`config.mk`:
```
export PLATFORM = sky130hd
export DESIGN_NAME = vga_pixel_fetch
export DESIGN_NICKNAME = d
export VERILOG_FILES = /design/src/rtl/vga_pixel_fetch.sv
export SDC_FILE = /design/constraint.sdc
export NUM_CORES = 1
export LEC_CHECK = 0
export BUFFER_PORTS_ARGS = -buffer_cell sky130_fd_sc_hd__buf_2
export CAP_MARGIN = 5
export CORE_MARGIN = 8
export CORE_UTILIZATION = 55
export DETAILED_ROUTE_END_ITERATION = 12
export GPL_ROUTABILITY_DRIVEN = 1
export PLACE_DENSITY = 0.81
export SYNTH_ARGS = -nofsm -noshare
export SYNTH_HDL_FRONTEND = slang
export SYNTH_SLANG_ARGS = --single-unit
```
`constraint.sdc`:
```
create_clock -name clk -period 3.4 [get_ports clk]
set_input_delay 0.17 -clock clk [delete_from_list [all_inputs] [get_ports clk]]
set_output_delay 0.17 -clock clk [all_outputs]
set_load 0.05 [all_outputs]
```
`src/rtl/vga_pixel_fetch.sv`:
```
// Pixel fetch stage: FIFOs an RGB888 stream, locks its sof to vsync and
// re-times hs/vs/de plus pixel by one clock toward the video output.
module vga_pixel_fetch #(
  parameter int   H_ACTIVE   = 640,
  parameter int   V_ACTIVE   = 480,
  parameter int   FIFO_DEPTH = 16,
  parameter logic VS_POL     = 1'b0
) (
  input  logic        clk,
  input  logic        rst_n,
  input  logic        hs_in,
  input  logic        vs_in,
  input  logic        de_in,
  input  logic [23:0] s_data,
  input  logic        s_sof,
  input  logic        s_valid,
  output logic        s_ready,
  output logic        hs_out,
  output logic        vs_out,
  output logic        de_out,
  output logic [7:0]  rgb_r,
  output logic [7:0]  rgb_g,
  output logic [7:0]  rgb_b,
  output logic        underflow,
  output logic        frame_err
);

  localparam int TOTAL = H_ACTIVE * V_ACTIVE;
  localparam int CW    = $clog2(TOTAL + 1);
  localparam int AW    = $clog2(FIFO_DEPTH);
  localparam int LW    = $clog2(FIFO_DEPTH + 1);

  localparam logic [CW-1:0] CNT_FULL = CW'(TOTAL);
  localparam logic [LW-1:0] LVL_FULL = LW'(FIFO_DEPTH);

  typedef enum logic [1:0] {
    HUNT,
    ARMED,
    RUN
  } state_t;

  state_t state, state_d;

  logic [24:0]   mem [FIFO_DEPTH];
  logic [AW-1:0] wp, rp;
  logic [LW-1:0] lvl, lvl_d;
  logic [CW-1:0] cnt, cnt_d, cnt_eff;

  logic        vs_q, vs_start;
  logic        empty, head_sof;
  logic        wr, pop, flush;
  logic        uf, sof_err, cnt_err, vs_err;
  logic        rdy_q, rdy_d;
  logic [23:0] pix;

  assign empty    = (lvl == '0);
  assign head_sof = mem[rp][24];
  assign vs_start = (vs_in == VS_POL) && (vs_q != VS_POL);
  assign s_ready  = rdy_q;

  always_ff @(posedge clk or negedge rst_n) begin
    if (!rst_n) state <= HUNT;
    else        state <= state_d;
  end

  always_comb begin
    state_d = state;
    unique case (state)
      HUNT:    if (wr)       state_d = ARMED;
      ARMED:   if (vs_start) state_d = RUN;
      RUN:     if (flush)    state_d = HUNT;
      default:               state_d = HUNT;
    endcase
  end

  // A vs_start coinciding with a pop counts that pop as pixel 0.
  always_comb begin
    cnt_eff = vs_start ? '0 : cnt;
    wr      = s_valid && rdy_q && ((state != HUNT) || s_sof);
    pop     = (state == RUN) && de_in && !empty;
    uf      = (state == RUN) && de_in && empty;
    sof_err = pop && (head_sof == (cnt_eff != '0));
    cnt_err = pop && !vs_start && (cnt == CNT_FULL);
    vs_err  = (state == RUN) && vs_start && (cnt != CNT_FULL);
    flush   = uf || sof_err || cnt_err || vs_err;
    pix     = '0;
    if (pop && !sof_err && !cnt_err) pix = mem[rp][23:0];
    lvl_d   = flush ? '0 : lvl + LW'(wr) - LW'(pop);
    cnt_d   = '0;
    if (state == RUN && !flush) cnt_d = cnt_eff + CW'(pop);
    rdy_d   = (state_d == HUNT) ? !flush : (lvl_d != LVL_FULL);
  end

  always_ff @(posedge clk) begin
    if (wr) mem[wp] <= {s_sof, s_data};
  end

  always_ff @(posedge clk or negedge rst_n) begin
    if (!rst_n) begin
      wp    <= '0;
      rp    <= '0;
      lvl   <= '0;
      cnt   <= '0;
      vs_q  <= ~VS_POL;
      rdy_q <= 1'b0;
    end else begin
      if (flush) begin
        wp <= '0;
        rp <= '0;
      end else begin
        if (wr)  wp <= wp + 1'b1;
        if (pop) rp <= rp + 1'b1;
      end
      lvl   <= lvl_d;
      cnt   <= cnt_d;
      vs_q  <= vs_in;
      rdy_q <= rdy_d;
    end
  end

  always_ff @(posedge clk or negedge rst_n) begin
    if (!rst_n) begin
      hs_out    <= 1'b0;
      vs_out    <= 1'b0;
      de_out    <= 1'b0;
      rgb_r     <= '0;
      rgb_g     <= '0;
      rgb_b     <= '0;
      underflow <= 1'b0;
      frame_err <= 1'b0;
    end else begin
      hs_out    <= hs_in;
      vs_out    <= vs_in;
      de_out    <= de_in;
      rgb_r     <= pix[23:16];
      rgb_g     <= pix[15:8];
      rgb_b     <= pix[7:0];
      underflow <= uf;
      frame_err <= sof_err || cnt_err || vs_err;
    end
  end

endmodule

```
==> metrics.txt, run 1 <==
WHS Path Cells=1; max-slew violation count=0; Final Skew=0.0349 ns; worst slew pin tran=0.941 ns; core area=32400 um2; CTS tree=built; number of global-route vias before repair=9168; reg2reg setup slack=0.31 ns; clk slew on worst S/H paths=0.05 ns; final core utilization=64.7%; Starting Density=55.6%; clk_lat worst skew=0.58 ns; Post-synth top flop=edfxtp_1; Starting DRT DRC Count=765; syn nets=890; Max Freq=0.324 GHz; register area share after synthesis=75.8%; final antenna diode count=0; Post-synth ARST share=14.0%; startpoint types=flip-flop; status=completed; Slowest Stage Delay on Critical Path=0.51 ns; die width=197 um; Data arrival, critical path=3.55 ns; slowest stage cell, crit path=nor4b_1; post-DP HPWL=19200 um; RSZ-0062 raised after global routing=no; DRC violation count after routing=0; register area=13600 um2; area grow syn2layout=16.5%; r2r endpoint=s_ready; synth warn=0; Crit Path Class=reg2reg; Avg WL per Cell=26.4 um; Peak VDD IR=0.000613 V; post-synth cell types=44; reg2reg start=lvl[2]; minimum clock period=3.09 ns; Die Y=197 um; initial antenna violation count=0; Placer Congestion=0.817; P per Cell Area=758 nW/um2; final instance area=21000 um2; Clk Tree Root Cell=clkbuf_16; synth top area cells=edfxtp_1 67%, mux4_2 16%, dfrtp_1 8.9%, nor2b_1 0.97%, ha_1 0.90%; CTS Buffer Depth=3; Post-Syn Area per Cell=21.3 um2; crit path max fanout=4; post-route antenna net violation count=0; Num CTS Buffers=46; Fin. Hold Viols=0; PostCTS Resize Cnt=0; r2r worst-path depth=14; CTS Sinks=465; CP Data Required Time=3.86 ns; Post-Route WL=38400 um; DIE AREA=38700 um2; Hold Crit Class=in2reg; mapped cell area=18000 um2; cell mode on critical path=nor2_1; Leakage=7.01 nW; slew margin rel.=37.3%; DR vias/cell=6.03; input/output buffers=60; via count=8756; Max-Cap Viols=0; total grt overflow=0; DRT Pass-1 Iters=5; Worst setup EP type=flip-flop; H-tree levels=2; period utilisation layout=90.9%; critical hold path startpoint=s_sof; Cell Rows=66; placed instance area=19000 um2; #FFs+latches synth=465; Synth Instances=845; synth cell count leaders=400 x edfxtp_1, 124 x mux4_2, 64 x dfrtp_1, 42 x nor2_1, 28 x nor2b_1; first-pass GRT wire length=57200 um; Yosys top cell by area=edfxtp_1; largest net degree at the start of global routing=73; Filler cells=2081; EDFF count, synth=400; Ports=61; area share of the largest cell type after synthesis=66.8%; crit-path cells=inv_1, ha_1, nor4b_1, nor2_1, ha_1, inv_1, ha_1, fa_1, a21oi_1, nor2_1, nor2_1, xnor2_1, nor2_1, a21oi_1; most frequent cell after synthesis=edfxtp_1; # nets final=1017; layout cells sized above 1=29.8%; Overall Global Routing Usage=20.1%; multi-input logic area=4190 um2; WHS Endpoint=mem[0][24]; final setup fails=0
## power by group
group	total, mW	internal (mW)	switching (mW)
clock network	5.34	3.24	2.10
registers	6.96	6.69	0.269
logic	3.58	1.79	1.80
total	15.9	11.7	4.17
## worst max-delay path by stage
stage                         from         to  slack [ns]  cells past startpoint
after floorplan            s_ready  mem[3][0]       -0.57                      3
after CTS                   lvl[2]    s_ready        0.29                     14
after global routing      state[0]    cnt[17]        0.03                     11
final                       lvl[2]    s_ready        0.31                     14
after global placement      lvl[3]    s_ready        0.46                     14
after detailed placement    lvl[2]    s_ready        0.33                     14
## critical path, delay by kind of cell (launching register included)
family / cells / cell delay, ns
simple gates: 5 / 0.89
flops: 1 / 0.38
xor+xnor: 1 / 0.16
compound gates: 2 / 0.33
buf+inv: 2 / 0.13
fa+ha+maj: 4 / 1.10
## placed cells by master, fill, tap and decap left out, types with 6 or more instances in the layout
cell type / n
bufinv_16: 7
clkbuf_8: 7
a21oi_1: 8
dlygate4sd3_1: 28
buf_2: 59
dfrtp_1: 61
buf_4: 21
buf_12: 7
edfxtp_1: 400
clkbuf_1: 9
clkinv_2: 6
and3_1: 6
nand2_1: 20
nand4_1: 7
nor2b_1: 28
inv_1: 15
xor2_1: 16
mux4_2: 124
xnor2_1: 9
nand3_1: 8
nor2_1: 38
clkinv_1: 7
ha_1: 13
clkbuf_16: 47
## routing by layer
layer  up-vias  global-route usage, %  part of all wire, %
li1       3677                      -                    -
met1      4587                   26.4                   38
met2       417                   33.8                   51
met3        75                   3.27                  7.9
met4         0                   7.11                  2.7
met5         -                      0                    0
## registers in the layout (all words and copies together), names as in the netlist, 2 cells and up
name	count
cnt	19
lvl	5
mem	400
rgb_b	8
rgb_g	8
rgb_r	8
rp	4
state	2
wp	4
## cell type report
cell class	instances	share of cell area [%]
flip-flops and latches	465	65.1
well taps	442	2.64
clock inverters	23	1.55
multi-input cells	328	20.0
clock buffers	63	6.23
inverters	16	0.287
repair buffers	115	4.17
## kinds of logic after synthesis
group / Yosys count / share of synthesized area [%]
buf+inv: 52 / 1.31
flops: 465 / 75.8
fa+ha+maj: 14 / 1.02
mux: 127 / 15.7
simple gates: 140 / 4.02
compound gates: 21 / 0.828
xor+xnor: 26 / 1.31
## through the flow
step / setup slack (ns) / std cells / power, mW / hold slack, ns / TNS (ns)
floorplan: -0.569 / 845 / 9.71 / -0.126 / -56.94
global placement: 0.463 / 1338 / 10.5 / 0.282 / 0
detailed placement: 0.325 / 1338 / 10.6 / 0.279 / 0
CTS: 0.295 / 1452 / 16.0 / 0.00801 / 0
global route: 0.0254 / 1452 / 16.5 / 0.0108 / 0
finish: 0.311 / 1452 / 15.9 / 0.0381 / 0
## repair_timing
| action | in CTS | in global routing |
|---|---|---|
| hold buffers | 28 | 0 |
| buffers inserted | 0 | 0 |
| hold endpoints to repair | 453 | 0 |
No activity file was read; power rests on OpenSTA's default activity.
==> inputs of run 2 (changes only) <==
--- a/config.mk
+++ b/config.mk
@@ -7,6 +7,7 @@
 export LEC_CHECK = 0
 export BUFFER_PORTS_ARGS = -buffer_cell sky130_fd_sc_hd__buf_2
 export CAP_MARGIN = 5
+export CORE_ASPECT_RATIO = 0.7
 export CORE_MARGIN = 8
 export CORE_UTILIZATION = 55
 export DETAILED_ROUTE_END_ITERATION = 12
==> run 2 against run 1 <==
Compared with the run above: fmax grew 1.7%; sequential share of layout area grew 0.80 points; highest routed layer is now met5; clock skew shrank 0.022 ns; flip-flop and latch count is the same; die area grew 0.24%; utilization shrank 0.59 points; final cell count shrank 0.96%; worst setup slack gained 0.053 ns; sequential power is essentially flat; combinational power is essentially flat; register-to-register slack gained 0.05 ns.
==> metrics.txt, run 2 (same netlist as run 1, synthesis figures left out) <==
total grt overflow=0 (unchanged); register with the most flip-flops=mem (unchanged); Peak VDD IR=0.000493 V (was 0.000613 V); Placed Cells=1330 (was 1338); Max Freq=0.329 GHz (was 0.324 GHz); P per Cell Area=743 nW/um2 (was 758 nW/um2); Starting DRT DRC Count=975 (was 765); Worst setup EP type=flip-flop (unchanged); DR vias/cell=6.12 (was 6.03); CP Data Required Time=3.86 ns (about the same); r2r worst-path depth=14 (unchanged); post-DP HPWL=20300 um (was 19200 um); CTS Sinks=465 (unchanged); startpoint types=flip-flop (unchanged); final setup fails=0 (unchanged); Die Y=167 um (was 197 um); Leakage=6.92 nW (was 7.01 nW); Starting Density=55.7% (was 55.6%); number of global-route vias before repair=9302 (was 9168); first-pass GRT wire length=58800 um (was 57200 um); minimum clock period=3.04 ns (was 3.09 ns); reg2reg start=lvl[2] (unchanged); WHS Endpoint=wp[1] (was mem[0][24]); period utilisation layout=89.3% (was 90.9%); core area=32300 um2 (was 32400 um2); slew margin rel.=30.3% (was 37.3%); Placer Congestion=0.778 (was 0.817); critical hold path startpoint=s_valid (was s_sof); Max-Cap Viols=0 (unchanged); worst slew pin tran=1.04 ns (was 0.941 ns); crit path max fanout=4 (unchanged); commonest non-fill, non-tap cell in the layout=edfxtp_1 (unchanged); Data arrival, critical path=3.50 ns (was 3.55 ns); r2r endpoint=s_ready (unchanged); die width=232 um (was 197 um); multi-input logic area=4190 um2 (about the same); total power=15.4 mW (was 15.9 mW); initial antenna violation count=1 (was 0); Avg WL per Cell=26.7 um (was 26.4 um); most frequent cells in the layout=400 x edfxtp_1, 124 x mux4_2, 61 x dfrtp_1, 59 x buf_2, 45 x clkbuf_16 (was 400 x edfxtp_1, 124 x mux4_2, 61 x dfrtp_1, 59 x buf_2, 47 x clkbuf_16); register area=13600 um2 (unchanged); Hold Crit Class=in2reg (unchanged); DRT Pass-1 Iters=5 (unchanged); CTS Buffer Depth=3 (unchanged); Fin. Hold Viols=0 (unchanged); Cell Rows=55 (was 66); Filler cells=2052 (was 2081); Crit Path Class=reg2reg (unchanged); largest net degree at the start of global routing=66 (was 73); Num CTS Buffers=43 (was 46); clk slew on worst S/H paths=0.06 ns (was 0.05 ns); input/output buffers=60 (unchanged); CTS tree=built (unchanged); Ports=61 (unchanged); Clk Tree Root Cell=clkbuf_16 (unchanged); clk_lat worst skew=0.55 ns (was 0.58 ns); post-route antenna net violation count=0 (unchanged); Largest regs=mem x400, cnt x19 (unchanged); status=completed (unchanged); max reg flops=400 (unchanged); reg2reg setup slack=0.36 ns (was 0.31 ns); Final Skew=0.0130 ns (was 0.0349 ns); WHS Path Cells=4 (was 1); RSZ-0062 raised after global routing=no (unchanged); DIE AREA=38800 um2 (was 38700 um2); layout cells sized above 1=29.7% (was 29.8%); Non-Filler Instances=1438 (was 1452); max-slew violation count=0 (unchanged); DRC violation count after routing=0 (unchanged); # nets final=1022 (was 1017); Overall Global Routing Usage=20.3% (was 20.1%); final antenna diode count=0 (unchanged); Post-Route WL=38400 um (about the same); H-tree levels=2 (unchanged); via count=8797 (was 8756); area grow syn2layout=15.1% (was 16.5%)
run 2: cell count changes in the layout (fill, tap and decap cells not counted), moves of 2 or more:
cell,change
buf_4,+14
buf_12,-7
bufinv_16,-3
clkbuf_8,-3
clkbuf_1,+2
clkbuf_16,-2
run 2: cell type report:
type | instances | area share, %
Tap cell | 427 | 2.58
Clock inverter | 19 | 0.931
Timing Repair Buffer | 123 | 4.10
Sequential cell | 465 | 65.9
Inverter | 16 | 0.290
Clock buffer | 60 | 5.91
Multi-Input combinational cell | 328 | 20.3
run 2: worst max-delay path, cell delays in order, from the launching register on:
cell and delay (ns):
dfrtp_1 0.38, inv_1 0.10, ha_1 0.14, nor4b_1 0.51, nor2_1 0.14, ha_1 0.30, inv_1 0.04, ha_1 0.20
fa_1 0.44, a21oi_1 0.16, nor2_1 0.06, nor2_1 0.11, xnor2_1 0.15, nor2_1 0.07, a21oi_1 0.15
run 2: power breakdown:
group          internal, mW  switching, mW  total (mW)
combinational          1.76           1.80        3.56
clock                  2.82           2.03        4.85
sequential             6.69          0.275        6.96
run 2: metrics by stage:
stage                     cell area (um2)  hold WS, ns  TNS (ns)  worst slack [ns]  util, %
final                               20700        0.134         0             0.364     64.1
after global routing                20700        0.142         0             0.132     64.1
after CTS                           20700        0.101         0             0.366     64.1
after detailed placement            19000        0.280         0             0.414     58.8
after global placement              19000        0.279         0             0.497     58.8
after floorplan                     18000       -0.126    -56.94            -0.569        -
run 2: worst max-delay path by stage:
stage                         from        end  slack, ns  cells past startpoint
final                       lvl[2]    s_ready       0.36                     14
after floorplan            s_ready  mem[3][0]      -0.57                      3
after global placement    state[0]    cnt[17]       0.50                     11
after detailed placement    lvl[2]    s_ready       0.41                     14
after global routing        lvl[2]    s_ready       0.13                     12
after CTS                 state[0]    cnt[17]       0.37                     11
run 2: timing repair:
action | in CTS | in global routing
resized for setup | 0 | 1
hold buffers | 29 | 0
endpoints found under the hold margin | 444 | 0
setup endpoints to repair | 0 | 1
buffers inserted | 0 | 0
run 2: layer usage:
metal  wire length (um)  vias up  track usage (%)
met5                 10        -                0
met4                788        2             5.30
met3               2940       66             3.88
met2              19200      395             33.3
met1              15500     4646             27.9
li1                   -     3688                -
==> inputs of run 3 (changes only) <==
--- a/config.mk
+++ b/config.mk
@@ -8,11 +8,11 @@
 export BUFFER_PORTS_ARGS = -buffer_cell sky130_fd_sc_hd__buf_2
 export CAP_MARGIN = 5
 export CORE_ASPECT_RATIO = 0.7
-export CORE_MARGIN = 8
-export CORE_UTILIZATION = 55
+export CORE_MARGIN = 3
+export CORE_UTILIZATION = 38
 export DETAILED_ROUTE_END_ITERATION = 12
 export GPL_ROUTABILITY_DRIVEN = 1
-export PLACE_DENSITY = 0.81
+export PLACE_DENSITY = 0.61
 export SYNTH_ARGS = -nofsm -noshare
 export SYNTH_HDL_FRONTEND = slang
 export SYNTH_SLANG_ARGS = --single-unit
==> run 3 against run 2 <==
Compared with the run above: critical path depth down 2; largest cell class unchanged; final cell count up 13%; clock power increased by 5.6%; largest power group unchanged; die area rose by 29%; non-clock buffer count down 1; first-iteration DRC count is 31% lower; sequential share of layout area shrank 1.1 points; power up 1.6%; fmax increased by 2.4%; clock skew up 0.0079 ns.
==> metrics.txt, run 3 (same netlist as run 1, synthesis figures left out) <==
status=completed (unchanged); Num CTS Buffers=44 (was 43); Data arrival, critical path=3.36 ns (was 3.50 ns); Fin. Hold Viols=0 (unchanged); Ports=61 (unchanged); Crit Path Class=reg2reg (unchanged); Placed Cells=1515 (was 1330); P per Cell Area=742 nW/um2 (was 743 nW/um2); Avg WL per Cell=23.3 um (was 26.7 um); number of global-route vias before repair=8883 (was 9302); final setup margin=0.436 ns (was 0.364 ns); startpoint types=flip-flop (unchanged); final setup fails=0 (unchanged); final instance area=21000 um2 (was 20700 um2); DRC violation count after routing=0 (unchanged); DRT Pass-1 Iters=5 (unchanged); most frequent cells in the layout=400 x edfxtp_1, 124 x mux4_2, 60 x dfrtp_1, 59 x buf_2, 44 x clkbuf_16 (was 400 x edfxtp_1, 124 x mux4_2, 61 x dfrtp_1, 59 x buf_2, 45 x clkbuf_16); Final Skew=0.0209 ns (was 0.0130 ns); CTS Sinks=465 (unchanged); NetSw=4.14 mW (was 4.11 mW); internal power=11.5 mW (was 11.3 mW); slew margin rel.=31.5% (was 30.3%); Starting Density=38.6% (was 55.7%); RSZ-0062 raised after global routing=no (unchanged); period utilisation layout=87.2% (was 89.3%); Max Freq=0.337 GHz (was 0.329 GHz); largest net degree at the start of global routing=75 (was 66); Clk Tree Root Cell=clkbuf_16 (unchanged); area grow syn2layout=17.0% (was 15.1%); total power=15.6 mW (was 15.4 mW); Non-Filler Instances=1624 (was 1438); clk slew on worst S/H paths=0.07 ns (was 0.06 ns); Peak VDD IR=0.000600 V (was 0.000493 V); Post-Route WL=37900 um (was 38400 um); WHS Endpoint=mem[14][24] (was wp[1]); total grt overflow=0 (unchanged); initial antenna violation count=1 (unchanged); DP Worst Slack=0.433 ns (was 0.414 ns); Die Y=188 um (was 167 um); Cell Rows=66 (was 55); Slowest Stage Delay on Critical Path=0.44 ns (was 0.51 ns); clk_lat worst skew=0.56 ns (was 0.55 ns); core area=46600 um2 (was 32300 um2); reg2reg setup slack=0.44 ns (was 0.36 ns); placed instance area=19200 um2 (was 19000 um2); final antenna diode count=0 (unchanged); crit-path cells=nor2b_1, nand2_1, nor2_1, buf_4, ha_1, nand2_1, nor4b_1, buf_4, nor3b_1, nand3_1, xor2_1, nor2_1 (was inv_1, ha_1, nor4b_1, nor2_1, ha_1, inv_1, ha_1, fa_1, a21oi_1, nor2_1, nor2_1, xnor2_1, nor2_1, a21oi_1); sequential share of power=44.6% (was 45.3%); post-DP HPWL=20600 um (was 20300 um); post-route antenna net violation count=0 (unchanged); Worst setup EP type=flip-flop (unchanged); # nets final=1022 (unchanged); reg2reg start=state[0] (was lvl[2]); input/output buffers=60 (unchanged); DR vias/cell=5.25 (was 6.12); critical hold path startpoint=s_sof (was s_valid); Overall Global Routing Usage=15.6% (was 20.3%); WHS Path Cells=1 (was 4); Largest regs=mem x400, cnt x19 (unchanged); Logic pwr share=22.6% (was 23.2%); CTS tree=built (unchanged); slowest stage cell, crit path=dfrtp_1 (was nor4b_1); worst slew pin tran=1.02 ns (was 1.04 ns); Leakage=6.96 nW (was 6.92 nW); number of setup buffers added after CTS=0 (unchanged); CTS Buffer Depth=3 (unchanged); switching share of power=26.5% (was 26.7%); part of the power in the clock network=32.8% (was 31.5%); register with the most flip-flops=mem (unchanged); Setup TNS Final=0 ns (unchanged); r2r worst-path depth=12 (was 14); max-slew violation count=0 (unchanged); Placer Congestion=0.721 (was 0.778); Starting DRT DRC Count=673 (was 975); H-tree levels=2 (unchanged); crit path max fanout=7 (was 4); via count=8526 (was 8797); r2r endpoint=cnt[15] (was s_ready); Hold Crit Class=in2reg (unchanged); die width=266 um (was 232 um); DIE AREA=50000 um2 (was 38800 um2); layout cells sized above 1=30.5% (was 29.7%); first-pass GRT wire length=58000 um (was 58800 um); commonest non-fill, non-tap cell in the layout=edfxtp_1 (unchanged); CP Data Required Time=3.79 ns (was 3.86 ns); Max-Cap Viols=0 (unchanged); max reg flops=400 (unchanged); minimum clock period=2.96 ns (was 3.04 ns)
-- run 3: power by group through the flow --
| stage | Combinational, mW | Clock (mW) | Sequential (mW) |
|---|---|---|---|
| 2_1_floorplan | 2.69 | 0 | 7.02 |
| 3_3_place_gp | 3.55 | 0 | 7.08 |
| 3_5_place_dp | 3.57 | 0 | 7.10 |
| 4_1_cts | 3.61 | 5.25 | 6.98 |
| 5_1_grt | 3.84 | 5.51 | 7.02 |
| 6_report | 3.53 | 5.12 | 6.97 |
-- run 3: worst max-delay path by stage --
stage                     startpoint        end  slack [ns]
after detailed placement      lvl[2]    s_ready        0.43
after global placement        lvl[3]    s_ready        0.53
after CTS                     lvl[2]    s_ready        0.42
final                       state[0]    cnt[15]        0.44
after global routing        state[0]    cnt[17]        0.02
after floorplan              s_ready  mem[3][0]       -0.57
-- run 3: metrics by stage --
step | hold WS [ns] | utilization [%]
floorplan | -0.126 | -
global placement | 0.260 | 41.3
detailed placement | 0.260 | 41.3
CTS | 0.0222 | 45.2
global route | 0.0331 | 45.2
finish | 0.0435 | 45.2
-- run 3: worst max-delay path: cells and delay by family, from the launching register on --
family | cells | cell delay, ns
simple gates | 8 | 1.65
xor+xnor | 1 | 0.16
flops | 1 | 0.44
buf+inv | 2 | 0.35
fa+ha+maj | 1 | 0.20
-- run 3: metal layers --
layer / wire length [um] / vias to the layer above / global-route usage, %
met1: 17200 / 4525 / 23.3
met2: 17700 / 255 / 23.9
met3: 2390 / 54 / 3.21
li1: - / 3690 / -
met5: 13 / - / 0
met4: 553 / 2 / 3.10
-- run 3: layout make-up --
cell class | instances | area [um2]
Sequential cell | 465 | 13600
Fill cell | 3937 | 25500
Multi-Input combinational cell | 328 | 4190
Inverter | 16 | 60.1
Clock inverter | 23 | 327
Tap cell | 612 | 766
Timing Repair Buffer | 122 | 851
Clock buffer | 58 | 1190
-- run 3: repair_timing --
action,in CTS,in global routing
resized for setup,0,0
hold endpoints to repair,426,0
hold buffers,28,0
